===== src/rtl/fpio_tx_arb_pkg.sv =====
// fpio_pkg: shared types, defaults and the round-robin pick helper for the fpio arbiters
package fpio_pkg;
  typedef enum logic {IDLE, XFER} fpio_arb_state_e;
  localparam int FPIO_CNT_WIDTH = 8;
  localparam int RR_MAX = 8;
  typedef struct packed {
    logic       found;
    logic [2:0] idx;
  } rr_pick_t;
  function automatic int src_w(int n);
    return n > 1 ? $clog2(n) : 1;
  endfunction
  // Walks offsets from the far end back toward the pointer so the nearest
  // eligible index at or after ptr is the one left standing.
  function automatic rr_pick_t rr_pick(logic [RR_MAX-1:0] eligible, logic [2:0] ptr, int n);
    rr_pick_t r;
    int j;
    r = '0;
    for (int k = n - 1; k >= 0; k--) begin
      j = (int'(ptr) + k) % n;
      if (eligible[j]) begin
        r.found = 1'b1;
        r.idx   = 3'(j);
      end
    end
    return r;
  endfunction
endpackage


===== src/rtl/fpio_tx_arb_if.sv =====
// fpio_tx_arb_if: requester streams in, single transmit stream out
//   req_valid/req_data/req_last/req_ready : per-requester beat handshake
//   tx_valid/tx_data/tx_last/tx_ready     : beat handshake toward fpio_tx
//   tx_src                                : index of the requester owning the link
//   master = arbiter side, slave = sources/transmitter side
interface fpio_tx_arb_if #(
  parameter int N_REQ      = 4,
  parameter int DATA_WIDTH = 4
);
  localparam int SW = fpio_pkg::src_w(N_REQ);
  logic [N_REQ-1:0]            req_valid;
  logic [N_REQ*DATA_WIDTH-1:0] req_data;
  logic [N_REQ-1:0]            req_last;
  logic [N_REQ-1:0]            req_ready;
  logic                        tx_valid;
  logic [DATA_WIDTH-1:0]       tx_data;
  logic                        tx_last;
  logic                        tx_ready;
  logic [SW-1:0]               tx_src;
  modport master (
    input  req_valid, req_data, req_last, tx_ready,
    output req_ready, tx_valid, tx_data, tx_last, tx_src
  );
  modport slave (
    output req_valid, req_data, req_last, tx_ready,
    input  req_ready, tx_valid, tx_data, tx_last, tx_src
  );
endinterface


===== src/rtl/fpio_tx_arb_rr_pick.sv =====
// fpio_rr_pick: first eligible index at or after the pointer, wrapping modulo N_REQ
//   i_eligible : candidate vector, i_ptr : search start
//   o_idx      : chosen index,     o_found : any candidate present
module fpio_rr_pick import fpio_pkg::*; #(
  parameter int N_REQ = 4,
  parameter int SW    = src_w(N_REQ)
) (
  input  logic [N_REQ-1:0] i_eligible,
  input  logic [SW-1:0]    i_ptr,
  output logic [SW-1:0]    o_idx,
  output logic             o_found
);
  rr_pick_t w_pick;
  assign w_pick  = rr_pick(RR_MAX'(i_eligible), 3'(i_ptr), N_REQ);
  assign o_idx   = SW'(w_pick.idx);
  assign o_found = w_pick.found;
endmodule


===== src/rtl/fpio_tx_arb.sv =====
// fpio_tx_arb: round-robin burst arbiter feeding the fpio transmit datapath
//   clk, rstn   : clock, asynchronous active-low reset
//   enable      : low blocks new grants (an active burst still completes)
//   burst_limit : max beats per grant, 0 = unlimited, snapshotted at grant
//   req_mask    : per-requester eligibility
//   busy        : a grant is active
//   bus         : requester and transmitter handshakes plus tx_src
module fpio_tx_arb import fpio_pkg::*; #(
  parameter int N_REQ      = 4,
  parameter int DATA_WIDTH = 4,
  parameter int CNT_WIDTH  = FPIO_CNT_WIDTH
) (
  input  logic                 clk,
  input  logic                 rstn,
  input  logic                 enable,
  input  logic [CNT_WIDTH-1:0] burst_limit,
  input  logic [N_REQ-1:0]     req_mask,
  output logic                 busy,
  fpio_tx_arb_if.master        bus
);
  localparam int SW = src_w(N_REQ);
  fpio_arb_state_e      r_state, w_next;
  logic [SW-1:0]        r_grant, r_ptr, w_pick;
  logic                 w_found, w_limit_hit;
  logic [CNT_WIDTH-1:0] r_cnt, r_limit;
  fpio_rr_pick #(.N_REQ(N_REQ), .SW(SW)) u_pick (
    .i_eligible(bus.req_valid & req_mask),
    .i_ptr     (r_ptr),
    .o_idx     (w_pick),
    .o_found   (w_found)
  );
  assign w_limit_hit = (r_limit != '0) && (r_cnt == r_limit - 1'b1);
  assign bus.tx_src  = r_grant;
  always_ff @(posedge clk or negedge rstn)
    if (!rstn) r_state <= IDLE;
    else r_state <= w_next;
  always_comb begin
    bus.tx_valid  = 1'b0;
    bus.tx_data   = '0;
    bus.tx_last   = 1'b0;
    bus.req_ready = '0;
    busy          = r_state == XFER;
    w_next        = (enable && w_found) ? XFER : IDLE;
    if (r_state == XFER) begin
      bus.tx_valid           = bus.req_valid[r_grant];
      bus.tx_data            = bus.req_data[int'(r_grant)*DATA_WIDTH +: DATA_WIDTH];
      bus.tx_last            = bus.req_last[r_grant] | w_limit_hit;
      bus.req_ready[r_grant] = bus.tx_ready;
      w_next                 = (bus.req_valid[r_grant] && bus.tx_ready && bus.tx_last) ? IDLE : XFER;
    end
  end
  // The counter saturates so a long unlimited burst never aliases onto a limit.
  always_ff @(posedge clk or negedge rstn)
    if (!rstn) begin
      r_grant <= '0;
      r_ptr   <= '0;
      r_cnt   <= '0;
      r_limit <= '0;
    end else if (r_state == IDLE) begin
      if (enable && w_found) begin
        r_grant <= w_pick;
        r_cnt   <= '0;
        r_limit <= burst_limit;
      end
    end else if (bus.req_valid[r_grant] && bus.tx_ready) begin
      r_cnt <= &r_cnt ? r_cnt : r_cnt + 1'b1;
      if (bus.tx_last) r_ptr <= (r_grant == SW'(N_REQ - 1)) ? '0 : r_grant + 1'b1;
    end
endmodule


===== src/flat_wrapper.sv =====
// flat-port wrapper written by rule: the top's interface ports become plain ports
module fpio_tx_arb_flat import fpio_pkg::*;
#(
  parameter int N_REQ      = 4,
  parameter int DATA_WIDTH = 4,
  parameter int CNT_WIDTH  = FPIO_CNT_WIDTH
)
  (clk, rstn, enable, burst_limit, req_mask, busy, bus_req_valid, bus_req_data, bus_req_last, bus_tx_ready, bus_req_ready, bus_tx_valid, bus_tx_data, bus_tx_last, bus_tx_src);
  fpio_tx_arb_if #(.N_REQ(N_REQ), .DATA_WIDTH(DATA_WIDTH)) bus_i ();
  input  logic clk;
  input  logic rstn;
  input  logic enable;
  input  logic [CNT_WIDTH-1:0] burst_limit;
  input  logic [N_REQ-1:0] req_mask;
  output logic busy;
  input wire logic [$bits(bus_i.req_valid)-1:0] bus_req_valid;
  input wire logic [$bits(bus_i.req_data)-1:0] bus_req_data;
  input wire logic [$bits(bus_i.req_last)-1:0] bus_req_last;
  input wire logic [$bits(bus_i.tx_ready)-1:0] bus_tx_ready;
  output wire logic [$bits(bus_i.req_ready)-1:0] bus_req_ready;
  output wire logic [$bits(bus_i.tx_valid)-1:0] bus_tx_valid;
  output wire logic [$bits(bus_i.tx_data)-1:0] bus_tx_data;
  output wire logic [$bits(bus_i.tx_last)-1:0] bus_tx_last;
  output wire logic [$bits(bus_i.tx_src)-1:0] bus_tx_src;
  assign bus_i.req_valid = bus_req_valid;
  assign bus_i.req_data = bus_req_data;
  assign bus_i.req_last = bus_req_last;
  assign bus_i.tx_ready = bus_tx_ready;
  assign bus_req_ready = bus_i.req_ready;
  assign bus_tx_valid = bus_i.tx_valid;
  assign bus_tx_data = bus_i.tx_data;
  assign bus_tx_last = bus_i.tx_last;
  assign bus_tx_src = bus_i.tx_src;
  fpio_tx_arb #(.N_REQ(N_REQ), .DATA_WIDTH(DATA_WIDTH), .CNT_WIDTH(CNT_WIDTH)) u_core (.clk(clk), .rstn(rstn), .enable(enable), .burst_limit(burst_limit), .req_mask(req_mask), .busy(busy), .bus(bus_i));
endmodule

===== config.mk =====
export PLATFORM = sky130hd
export DESIGN_NAME = fpio_tx_arb_flat
export DESIGN_NICKNAME = d
export VERILOG_FILES = /design/src/rtl/fpio_tx_arb_pkg.sv /design/src/rtl/fpio_tx_arb_if.sv /design/src/rtl/fpio_tx_arb_rr_pick.sv /design/src/rtl/fpio_tx_arb.sv /design/src/flat_wrapper.sv
export SDC_FILE = /design/constraint.sdc
export NUM_CORES = 1
export LEC_CHECK = 0
export BUFFER_PORTS_ARGS = -buffer_cell sky130_fd_sc_hd__buf_2
export CAP_MARGIN = 20
export CORE_MARGIN = 2
export CORE_UTILIZATION = 45
export CTS_CLUSTER_SIZE = 16
export DETAILED_ROUTE_END_ITERATION = 10
export GPL_TIMING_DRIVEN = 0
export PLACE_DENSITY = 0.76
export SETUP_SLACK_MARGIN = 0.02
export SLEW_MARGIN = 0
export SYNTH_ARGS = -nofsm -noshare
export SYNTH_HDL_FRONTEND = slang
export SYNTH_HIERARCHICAL = 1
export SYNTH_SLANG_ARGS = --single-unit
export TNS_END_PERCENT = 100

===== constraint.sdc =====
create_clock -name clk -period 2.1 [get_ports clk]
set_clock_uncertainty 0.1 [all_clocks]
set_input_delay 0.525 -clock clk [delete_from_list [all_inputs] [get_ports clk]]
set_output_delay 0.525 -clock clk [all_outputs]
set_load 0.02 [all_outputs]

**Yosys cells after proc, flatten, opt, wreduce, memory -nomap -nowiden**

Index checks and enable logic that the tools add are counted.

- Reduce and logical (&&, ||, !) cells: 14
- Bitwise operators: 7
- Multiplexer cells: 33
- $add $sub $neg: 6
- Order comparisons: 6
- Eq/ne operators: 4
- Shift-type cells: 1

Operator list:

| operator | count |
|---|---|
| $mux W8 | 4 |
| $mux W4 | 6 |
| $shiftx A16 B5 Y4 | 1 |
| $lt A3 B5 Y1 const B | 3 |
| $mux W1 | 15 |
| $bmux W1 S3 | 3 |
| $add A8 B1 Y8 const B | 1 |
| $and A4 B4 Y4 | 2 |
| $eq A8 B8 Y1 | 1 |
| $reduce_and A8 Y1 | 1 |
| $reduce_bool A8 Y1 | 1 |
| $sub A8 B1 Y8 const B | 1 |
| $bmux W1 S2 | 3 |
| $reduce_and A3 Y1 | 2 |
| $reduce_or A2 Y1 | 3 |
| $logic_and A1 B1 Y1 | 5 |
| $add A2 B1 Y2 const B | 2 |
| $add A2 B2 Y2 const B | 2 |
| $lt A2 B4 Y1 const B | 1 |
| $ne A2 B2 Y1 const B | 2 |
| $and A1 B1 Y1 const A | 3 |
| $lt A2 B3 Y1 const B | 1 |
| $demux W1 S2 | 1 |
| $eq A2 B2 Y1 const B | 1 |
| 6 further kinds | 6 |

- Bits in registers: 21

**Logic depth before layout (Yosys ltp)**

Gate-level depths: netlist (run 1).

- Word-level depth: 13
- Depth in mapped cells: 8
- Depth with buffers taken out: 8

**Cells and area by module**

Netlist (run 1), hierarchy kept.

Modules (own cells, without submodules):

| module | area an instance (um^2) | sequential area each (um^2) | cells each | instances |
|---|---|---|---|---|
| fpio_tx_arb | 1472.7 | 525.5 | 156 | 1 |
| fpio_rr_pick | 81.3 | 0.0 | 15 | 1 |

**Worst setup path before layout (run 1)**

OpenSTA, ideal clock, no wires.

- Path type: flip-flop to output port
- Start: reg u_core.r_grant[0] (netlist: u_core/bus.tx_src[0])
- End: out bus_tx_last
- Cell stages (with the launch flop): 5
- Required time: 1.475 ns
- Slack: -0.231 ns
- Arrival time: 1.706 ns
- Cells stage by stage: dfrtp_1 -> buf_4 -> mux4_2 -> a31oi_2 -> and2b_2

- Longest elaborated chain between the ends: 4

Ends and longest elaborated chain:

| element | RTL line | RTL |
|---|---|---|
| from (decl) | fpio_tx_arb.sv:23 | `logic [SW-1:0] r_grant, r_ptr, w_pick;` |
| from (signal assigned) | fpio_tx_arb.sv:61 | `r_grant <= w_pick;` |
| $bmux W1 S2 | fpio_tx_arb.sv:47 | `bus.tx_last = bus.req_last[r_grant] \| w_limit_hit;` |
| $mux W1 (implied by the code) | fpio_tx_arb.sv:47 |  |
| $or A1 B1 Y1 | fpio_tx_arb.sv:47 |  |
| $mux W1 | fpio_tx_arb.sv:44 | `if (r_state == XFER) begin` |
| to (decl) | flat_wrapper.sv:23 | `output wire logic [$bits(bus_i.tx_last)-1:0] bus_tx_last;` |

No other way between the ends. The select of a mux whose other input is x is not followed.

**Final worst setup path (run 1)**

- Start: reg u_core.r_limit[1]
- End: out bus_tx_last

- Longest elaborated chain between the ends: 5
- Elaborated cells between the ends (all ways): 6

Ends and longest elaborated chain:

| element | RTL line | RTL |
|---|---|---|
| from (decl) | fpio_tx_arb.sv:25 | `logic [CNT_WIDTH-1:0] r_cnt, r_limit;` |
| from (signal assigned) | fpio_tx_arb.sv:63 | `r_limit <= burst_limit;` |
| $sub A8 B1 Y8 | fpio_tx_arb.sv:32 | `assign w_limit_hit = (r_limit != '0) && (r_cnt == r_limit - 1'b1);` |
| $eq A8 B8 Y1 | fpio_tx_arb.sv:32 |  |
| $logic_and A1 B1 Y1 * | fpio_tx_arb.sv:32 |  |
| $or A1 B1 Y1 * | fpio_tx_arb.sv:47 |  |
| $mux W1 * | fpio_tx_arb.sv:44 |  |

Every way passes the cells marked *; elsewhere a longest branch is shown, timed or not.

==> reports/summary.txt, run 1 <==
Status - finished, violations left
Top-count cell post-synth - nand2_1
CTS buffer count - 3
Crit Path Category - register to primary output
Largest net degree at the start of global routing - 22
P per Cell Area - 1200 mW/mm^2
Final wirelength - 4.38 mm
Setup violators final - 16
Global-route wire length before repair - 6.12 mm
Failing checks - setup timing
Critical Path End Type - primary output
Routed Antenna Nets - 0
Clock share of power - 7.4%
Final worst-path setup slack - -0.650 ns
Clock transition at path regs - 0.13 ns
Post-synth top area share - 33.8%
CP arrival - 2.12 ns
Rel. slew slack - 68.7%
Proportion of layout cells with a drive suffix above 1 - 45.9%
Initial DRC Count - 63
Die Y - 62.8 um
RSZ-0062 raised after global routing - true
Psw - 1170 uW
Slew @ Worst Pin - 0.469 ns
Layout Area Growth over Synthesis - 40.6%
Max-Cap Viols - 0
Crit-path max FO - 2
Number of cells after detailed placement - 269
Routed wire length per instance - 15.2 um
Pleak - 0.00101 uW
# diodes - 0
Worst Setup Start Kind - register
Port Buffers - 52
Top-Level Pins - 53
GR Util All Layers - 18.8%
Yosys cell types - 41
DIE AREA - 0.00394 sq mm
Residual DRC count - 0
Final-report max-slew violation count - 0
Final hold viol count - 0
RR Startpoint - u_core/r_limit[0]$_DFFE_PN0P_
First-pass detailed-route iteration total - 4
Initial Util - 46.6%
Pwr Total - 2630 uW
Worst path slowest cell - or4_4
Cell row count - 21
Synthesis Warnings - 6
Net Sw Frac - 44.5%
Yosys top cell by area - dfrtp_1
Synth async-reset ratio - 100%
Mapped Area - 0.00155 sq mm
Later-pin clock latency in the skew report - 0.30 ns
Syn_nets - 217
Post-synth top cells - nand2_1, dfrtp_1, nor2_1
Max VDD drop - 0.000485 V
Seq cells post-synth - 21
R2R depth - 9
Worst-path cell chain - or4_4 > o221ai_2 > nand3b_1 > a31oi_4 > and2b_2 > buf_6
Core area - 0.00334 sq mm
Hold Buf Count CTS - 0
CP required - 1.47 ns
Initial antenna violation count - 0
Root buffer cell - clkbuf_4
H-tree levels - 1
TritonCTS clock tree - yes
Nets - 289
Clk buf depth - 2
Number of vias per cell - 5.39
Ranking of synthesized cells by area - dfrtp_1, mux4_2, nand2_1
Vias in the first global route - 1420
Worst min-delay path class - primary input to async pin
Die Width - 62.8 um
Synth Area per Inst - 9.09 sq um
Util after Layout - 65.5%
Syn Inst Count - 171
Crit-path max cell delay - 0.57 ns
Sequential share of the synthesized area - 33.8%
Post-DP HPWL - 2.74 mm
Part of the power in registers - 28.3%
GPL Wtd Cong - 0.802
Clock sink count - 21
Final period util - 131%
DP Worst Slack - -0.428 ns
Fmax - 364 MHz
Final std cells w/o fill - 288
Origin of the worst setup path - u_core/r_limit[1]$_DFFE_PN0P_
Fin Hold WS - 0.0530 ns
Post-synth EDFFs - 0
Logic gate share of total power - 64.3%
Gr ovfl total - 0
Final min period - 2.75 ns
Routed vias - 1551
P_int - 1460 uW
Primary FF master, synth - dfrtp_1
## worst max-delay path: cells and delay by family (launching register included)
family | cells | cell delay (ns)
and+or+nand+nor | 3 | 0.95
buffers and inverters | 1 | 0.13
AOI/OAI and AO/OA | 2 | 0.33
DFF | 1 | 0.42
## power by group through the flow
stage / sequential [uW] / combinational, uW / clock (uW)
2_1_floorplan: 724 / 897 / 0
3_3_place_gp: 742 / 1170 / 0
3_5_place_dp: 750 / 1190 / 0
4_1_cts: 724 / 1370 / 195
5_1_grt: 768 / 1820 / 211
6_report: 743 / 1690 / 195
## per-layer routing
layer | global-route usage, % | vias to the layer above | routed length [um]
met3 | 1.08 | 18 | 123
met4 | 4.17 | 0 | 122
li1 | - | 735 | -
met1 | 25.3 | 756 | 1810
met5 | 0 | - | 0
met2 | 33.3 | 42 | 2320
## path summary, 6_finish.rpt
check                                                      to  slack, ns
max in group asynchronous       u_core/r_limit[3]$_DFFE_PN0P_       1.48
worst min-delay path            u_core/r_limit[1]$_DFFE_PN0P_       0.05
worst min register to register    u_core/r_ptr[0]$_DFFE_PN0P_       0.47
worst max register to register    u_core/r_ptr[1]$_DFFE_PN0P_      -0.27
worst max-delay path                              bus_tx_last      -0.65
min in group clk                u_core/r_limit[3]$_DFFE_PN0P_       0.32
## per-stage QoR
step                      instance area [sq um]  TNS [ns]
final                                      2180     -3.06
after global routing                       2180     -3.96
after CTS                                  1990     -1.68
after floorplan                            1560    -0.195
after global placement                     1870    -0.476
after detailed placement                   1870    -0.521
## what timing repair did
| item | in CTS | in global routing |
|---|---|---|
| setup endpoints to repair | 11 | 18 |
| pin swaps | 3 | 8 |
| endpoints found under the hold margin | 0 | 0 |
| setup buffers | 7 | 10 |
| resized for setup | 12 | 39 |
## sequential cells by signal, summed over array words and instances, names as in the netlist
signal             flops
u_core/bus.tx_src      2
u_core/r_cnt           8
u_core/r_ptr           2
u_core/busy            1
u_core/r_limit         8
## cell usage in the layout (no fill, tap or decap), types with 2 or more instances in the layout
cell type,count
buf_2,47
nand2_1,26
dfrtp_1,17
buf_4,14
nor2_1,11
and2_1,10
buf_6,9
xnor2_1,9
o21ai_0,8
inv_1,6
mux4_2,6
xor2_1,6
a21oi_1,5
clkbuf_1,4
ha_1,4
dfrtp_2,4
clkbuf_4,3
and3_1,3
nor2_2,3
nand4_1,3
inv_2,2
o2111ai_1,2
nand3b_1,2
and3_4,2
nand3_1,2
nand2_2,2
ha_4,2
nand2b_1,2
## layout make-up
cell class / count / area [sq um]
inverters: 8 / 30.0
multi-input cells: 133 / 1050
fillers: 263 / 1150
repair buffers: 67 / 429
well taps: 46 / 57.6
clock buffers: 4 / 26.3
plain buffers: 9 / 63.8
flip-flops and latches: 21 / 531
## cells by family after synthesis
| group | Yosys count | synth area share, % |
|---|---|---|
| AOI/OAI and AO/OA | 25 | 11.3 |
| adders and majority gates | 6 | 4.83 |
| xor gates and xnor gates | 15 | 8.45 |
| buffers and inverters | 17 | 4.59 |
| muxes | 8 | 10.3 |
| DFF | 21 | 33.8 |
| and+or+nand+nor | 79 | 26.7 |
(Power assumes the default switching activity.)
==> run 2: changes to the inputs <==
--- a/config.mk
+++ b/config.mk
@@ -7,6 +7,7 @@
 export LEC_CHECK = 0
 export BUFFER_PORTS_ARGS = -buffer_cell sky130_fd_sc_hd__buf_2
 export CAP_MARGIN = 20
+export CORE_ASPECT_RATIO = 1.5
 export CORE_MARGIN = 2
 export CORE_UTILIZATION = 45
 export CTS_CLUSTER_SIZE = 16
==> reports/summary.txt, run 2 (same netlist as run 1, synthesis figures left out) <==
Pleak - 0.00104 uW (+2.9%)
Psw - 1160 uW (-0.53%)
Slew @ Worst Pin - 0.467 ns (-0.00251 ns)
RSZ-0062 raised after global routing - true
Cell row count - 26 (+24%)
Worst Setup Start Kind - register
Number of vias per cell - 5.44 (+0.97%)
Largest net degree at the start of global routing - 22 (unchanged)
Final min period - 2.77 ns (+0.0237 ns)
DP Worst Slack - -0.446 ns (-0.0181 ns)
Clock share of power - 9.7% (+2.3 points)
Fin Hold WS - 0.107 ns (+0.0539 ns)
Clock sink count - 21 (unchanged)
Delay-heaviest family, CP - simple AND/OR/NAND/NOR gates
Later-pin clock latency in the skew report - 0.26 ns (-0.04 ns)
Routed vias - 1566 (+0.97%)
GPL Wtd Cong - 0.809 (+0.87%)
Sequential standard cell area - 528 sq um (-0.47%)
TritonCTS clock tree - yes
Final std cells w/o fill - 288 (unchanged)
Logic gate share of total power - 62.9% (-1.4 points)
CTS buffer count - 3 (unchanged)
Routed Antenna Nets - 0 (unchanged)
Crit-path max cell delay - 0.56 ns (about the same)
Root buffer cell - clkbuf_8
Port Buffers - 52 (unchanged)
Commonest non-fill, non-tap cell in the layout - buf_2
Core area - 0.00335 sq mm (+0.41%)
Layout Area Growth over Synthesis - 40.8%
# diodes - 0 (unchanged)
Vias in the first global route - 1620 (+14%)
Final hold viol count - 0 (unchanged)
Final wirelength - 4.27 mm (-2.4%)
Crit Path Category - register to primary output
Final-report max-slew violation count - 0 (unchanged)
GR Util All Layers - 22.3% (+3.6 points)
Clock transition at path regs - 0.07 ns (-0.06 ns)
Final worst-path setup slack - -0.673 ns (-0.0237 ns)
P per Cell Area - 1230 mW/mm^2 (+2.0%)
Rel. slew slack - 68.6% (about the same)
Residual DRC count - 0 (unchanged)
CP required - 1.47 ns (about the same)
Worst path slowest cell - or4_4
CP arrival - 2.15 ns (+0.03 ns)
Fmax - 361 MHz (-0.85%)
Final period util - 132% (+1.1 points)
H-tree levels - 1 (unchanged)
Worst-path cell chain - or4_4 > o221ai_2 > nand3b_1 > a31oi_4 > and2b_2 > buf_6
Number of cells after detailed placement - 265 (-1.5%)
Initial Util - 46.4% (-0.19 points)
CP bufs+invs - 1 (unchanged)
Die Y - 76.0 um (+21%)
First-pass detailed-route iteration total - 4 (unchanged)
Max VDD drop - 0.000753 V (+55%)
DIE AREA - 0.00395 sq mm (+0.24%)
Part of the power in registers - 27.4% (-0.9 points)
Area of the multi-input gates - 0.00102 sq mm (-2.3%)
Clk buf depth - 2 (unchanged)
Global-route wire length before repair - 6.87 mm (+12%)
FILL cells - 285 (+8.4%)
Net Sw Frac - 43.3% (-1.2 points)
Status - finished, violations left
Setup TNS Final - -3.32 ns (-0.262 ns)
Initial antenna violation count - 0 (unchanged)
Routed wire length per instance - 14.8 um (-2.4%)
Post-DP HPWL - 3.01 mm (+9.7%)
Nets - 293 (+1.4%)
Largest regs - u_core/r_cnt: 8 flops, u_core/r_limit: 8 flops
P_int - 1520 uW (+4.3%)
Commonest non-fill, non-tap cells in the layout - buf_2, nand2_1, dfrtp_1, buf_4, nor2_1
Max-Cap Viols - 0 (unchanged)
Gr ovfl total - 0 (unchanged)
Die Width - 52.0 um (-17%)
Failing checks - setup timing
Proportion of layout cells with a drive suffix above 1 - 45.5% (-0.34 points)
Setup violators final - 11 (-5)
Initial DRC Count - 25 (-60%)
Worst min-delay path class - primary input to async pin
Crit-path max FO - 2 (unchanged)
Critical Path End Type - primary output
Top-Level Pins - 53 (unchanged)
-- run 2: path summary, 6_finish.rpt --
path                                               start                       endpoint  slack (ns)  depth (start not counted)
min in group clk                          burst_limit[7]  u_core/r_limit[7]$_DFFE_PN0P_        0.35                          3
hold / removal                                      rstn    u_core/r_cnt[3]$_DFFE_PN0P_        0.11                          1
setup / recovery           u_core/r_limit[0]$_DFFE_PN0P_                    bus_tx_last       -0.67                          6
hold reg to reg            u_core/r_limit[7]$_DFFE_PN0P_  u_core/r_limit[7]$_DFFE_PN0P_        0.44                          2
max in group asynchronous                           rstn  u_core/r_limit[0]$_DFFE_PN0P_        1.44                          1
setup reg to reg           u_core/r_limit[0]$_DFFE_PN0P_    u_core/r_ptr[1]$_DFFE_PN0P_       -0.59                         14
-- run 2: per-layer routing --
| metal | global-route usage, % | vias to the layer above | routed length, um |
|---|---|---|---|
| li1 | - | 742 | - |
| met1 | 22.6 | 753 | 1480 |
| met2 | 40.9 | 58 | 2430 |
| met3 | 3.33 | 13 | 237 |
| met4 | 12.6 | 0 | 127 |
| met5 | 0 | - | 0 |
-- run 2: power by group through the flow --
| stage | clock network (uW) | registers, uW | logic, uW |
|---|---|---|---|
| floorplan | 0 | 724 | 897 |
| global placement | 0 | 745 | 1180 |
| detailed placement | 0 | 750 | 1210 |
| CTS | 269 | 725 | 1480 |
| global route | 291 | 751 | 1830 |
| finish | 261 | 735 | 1690 |
-- run 2: area by class of cell --
| class | instances | share of cell area [%] |
|---|---|---|
| sequential | 21 | 24.1 |
| multi-input combinational | 133 | 46.8 |
| tap | 42 | 2.40 |
| clock inverter | 1 | 0.229 |
| clock buffer | 3 | 1.89 |
| timing repair buffer | 71 | 20.5 |
| buffer | 9 | 2.74 |
| inverter | 8 | 1.37 |
-- run 2: worst register-to-register path, delay by kind of cell (launching register included) --
family / cells / cell delay, ns
muxes: 1 / 0.31
adders and majority gates: 1 / 0.27
DFF: 1 / 0.41
and+or+nand+nor: 3 / 0.42
AOI/OAI and AO/OA: 1 / 0.14
xor gates and xnor gates: 1 / 0.14
buffers and inverters: 7 / 0.78
-- run 2: through the flow --
stage	util, %	instance area [sq um]	total power (uW)
global route	65.3	2190	2870
detailed placement	55.8	1870	1960
global placement	55.8	1870	1930
CTS	61.4	2060	2480
finish	65.3	2190	2690
floorplan	-	1560	1620
-- run 2: repair_timing --
action / 4_1_cts / 5_1_grt
endpoints found under the setup margin: 12 / 17
gates resized for setup: 16 / 27
hold buffers: 0 / 0
pin swaps: 3 / 5
setup buffers: 11 / 8
==> run 3: changes to the inputs <==
--- a/config.mk
+++ b/config.mk
@@ -9,11 +9,11 @@
 export CAP_MARGIN = 20
 export CORE_ASPECT_RATIO = 1.5
 export CORE_MARGIN = 2
-export CORE_UTILIZATION = 45
+export CORE_UTILIZATION = 54
 export CTS_CLUSTER_SIZE = 16
 export DETAILED_ROUTE_END_ITERATION = 10
 export GPL_TIMING_DRIVEN = 0
-export PLACE_DENSITY = 0.76
+export PLACE_DENSITY = 0.85
 export SETUP_SLACK_MARGIN = 0.02
 export SLEW_MARGIN = 0
 export SYNTH_ARGS = -nofsm -noshare
==> constraint.sdc (replaced) <==
create_clock -name clk -period 3.4 [get_ports clk]
set_clock_uncertainty 0.1 [all_clocks]
set_input_delay 0.85 -clock clk [delete_from_list [all_inputs] [get_ports clk]]
set_output_delay 0.85 -clock clk [all_outputs]
set_load 0.02 [all_outputs]
==> reports/summary.txt, run 3 (same netlist as run 1, synthesis figures left out) <==
Clk buf depth - 2 (unchanged)
Fmax - 316 MHz
Worst-path cell chain - or4_4 > o221ai_1 > nand3b_1 > a31oi_2 > and2b_2 > buf_2
# diodes - 0 (unchanged)
Worst min-delay path class - primary input to async pin
FILL cells - 246 (-14%)
Number of vias per cell - 5.56 (+2.2%)
Global-route wire length before repair - 6.09 mm (-11%)
Initial Util - 57.4% (+11 points)
Max VDD drop - 0.000384 V (-49%)
Reg2Reg Setup Slack - 1.19 ns (+1.78 ns)
Critical Path End Type - primary output
Layout Area Growth over Synthesis - 22.7%
Clock sink count - 21 (unchanged)
Initial DRC Count - 39 (+56%)
Clock transition at path regs - 0.08 ns (about the same)
Final period util - 93.1%
P per Cell Area - 722 mW/mm^2 (-41%)
Routed wire length per instance - 14.2 um (-4.4%)
Commonest non-fill, non-tap cells in the layout - buf_2, nand2_1, dfrtp_1, nor2_1, and2_1
Pleak - 0.000919 uW (-11%)
DP Worst Slack - 0.359 ns (+0.806 ns)
Max-Cap Viols - 0 (unchanged)
Initial antenna violation count - 0 (unchanged)
Crit-path max FO - 5 (+3)
Pwr Total - 1380 uW (-49%)
Delay-heaviest family, CP - simple AND/OR/NAND/NOR gates
Final wirelength - 3.74 mm (-12%)
Root buffer cell - clkbuf_8
Die Width - 47.8 um (-8.0%)
Rel. slew slack - 69.0% (+0.31 points)
CP arrival - 2.21 ns (+0.06 ns)
GPL Wtd Cong - 0.865 (+7.0%)
Vias in the first global route - 1502 (-7.3%)
H-tree levels - 1 (unchanged)
CTS buffer count - 3 (unchanged)
RSZ-0062 raised after global routing - false
Cts repair resizes - 0 (-16)
TritonCTS clock tree - yes
Setup TNS Final - 0 ns (+3.32 ns)
Status - finished, final reports clean
Fin Hold WS - 0.434 ns (+0.327 ns)
Slew @ Worst Pin - 0.466 ns (-0.00126 ns)
CP bufs+invs - 1 (unchanged)
Gr ovfl total - 0 (unchanged)
Residual DRC count - 0 (unchanged)
Sequential standard cell area - 526 sq um (-0.47%)
Final worst-path setup slack - 0.235 ns (+0.908 ns)
Port Buffers - 52 (unchanged)
First-pass detailed-route iteration total - 4 (unchanged)
Final min period - 3.16 ns
Cell row count - 23 (-12%)
Crit Path Category - register to primary output
CP required - 2.45 ns (+0.98 ns)
Top-Level Pins - 53 (unchanged)
Routed vias - 1467 (-6.3%)
Largest regs - u_core/r_cnt: 8 flops, u_core/r_limit: 8 flops
Proportion of layout cells with a drive suffix above 1 - 33.0% (-12 points)
Routed Antenna Nets - 0 (unchanged)
Crit-path max cell delay - 0.54 ns (-0.02 ns)
Setup bufs post-CTS - 0 (-11)
GR Util All Layers - 24.8% (+2.5 points)
Largest net degree at the start of global routing - 22 (unchanged)
Later-pin clock latency in the skew report - 0.26 ns (about the same)
Nets - 274 (-6.5%)
Final hold viol count - 0 (unchanged)
Hold Buf Count CTS - 0 (unchanged)
Die Y - 69.7 um (-8.3%)
Core area - 0.00271 sq mm (-19%)
Area of the multi-input gates - 957 sq um (-6.5%)
Worst path slowest cell - or4_4
Worst Setup Start Kind - register
Commonest non-fill, non-tap cell in the layout - buf_2
Final-report max-slew violation count - 0 (unchanged)
Setup violators final - 0 (-11)
DIE AREA - 0.00333 sq mm (-16%)
Post-DP HPWL - 3.00 mm (-0.29%)
## run 3: metrics by stage
step | area [sq um] | util (%) | instances
floorplan | 1550 | - | 171
global placement | 1860 | 68.8 | 260
detailed placement | 1860 | 68.8 | 260
CTS | 1910 | 70.5 | 264
global route | 1910 | 70.5 | 264
finish | 1910 | 70.5 | 264
## run 3: worst paths after layout
check / from / endpoint / depth (start not counted)
max: u_core/r_limit[0]$_DFFE_PN0P_ / bus_tx_last / 6
min: rstn / u_core/r_ptr[0]$_DFFE_PN0P_ / 1
max reg2reg: u_core/r_limit[0]$_DFFE_PN0P_ / u_core/r_ptr[1]$_DFFE_PN0P_ / 6
min reg2reg: u_core/r_limit[7]$_DFFE_PN0P_ / u_core/r_limit[7]$_DFFE_PN0P_ / 2
max in group asynchronous: rstn / u_core/r_cnt[0]$_DFFE_PN0P_ / 1
min in group clk: u_core/r_limit[7]$_DFFE_PN0P_ / u_core/r_limit[7]$_DFFE_PN0P_ / 2
## run 3: power breakdown
part | total, uW | internal, uW | switching [uW] | leakage, uW
Clock | 161 | 81.5 | 79.4 | 0.0000255
Sequential | 462 | 337 | 125 | 0.000268
Combinational | 753 | 338 | 416 | 0.000625
Total | 1380 | 756 | 620 | 0.000919
## run 3: worst reg2reg max path, stage by stage, from the launching register on
cell      delay, ns
dfrtp_1        0.44
or4_4          0.54
nor4_1         0.25
nand3b_1       0.16
a31oi_2        0.14
nor2_2         0.18
mux2_4         0.31
## run 3: routing by layer
metal / vias up / routed length, um / track usage [%]
li1: 704 / - / -
met1: 695 / 1340 / 25.2
met2: 62 / 2100 / 45.6
met3: 6 / 235 / 4.43
met4: 0 / 68 / 9.31
met5: - / 0 / 0
## run 3: area by class of cell
type | count | area share, %
tap | 37 | 2.43
buffer | 9 | 2.17
inverter | 8 | 1.57
clock buffer | 3 | 2.17
multi-input combinational | 133 | 50.2
sequential | 21 | 27.6
clock inverter | 1 | 0.262
timing repair buffer | 52 | 13.6
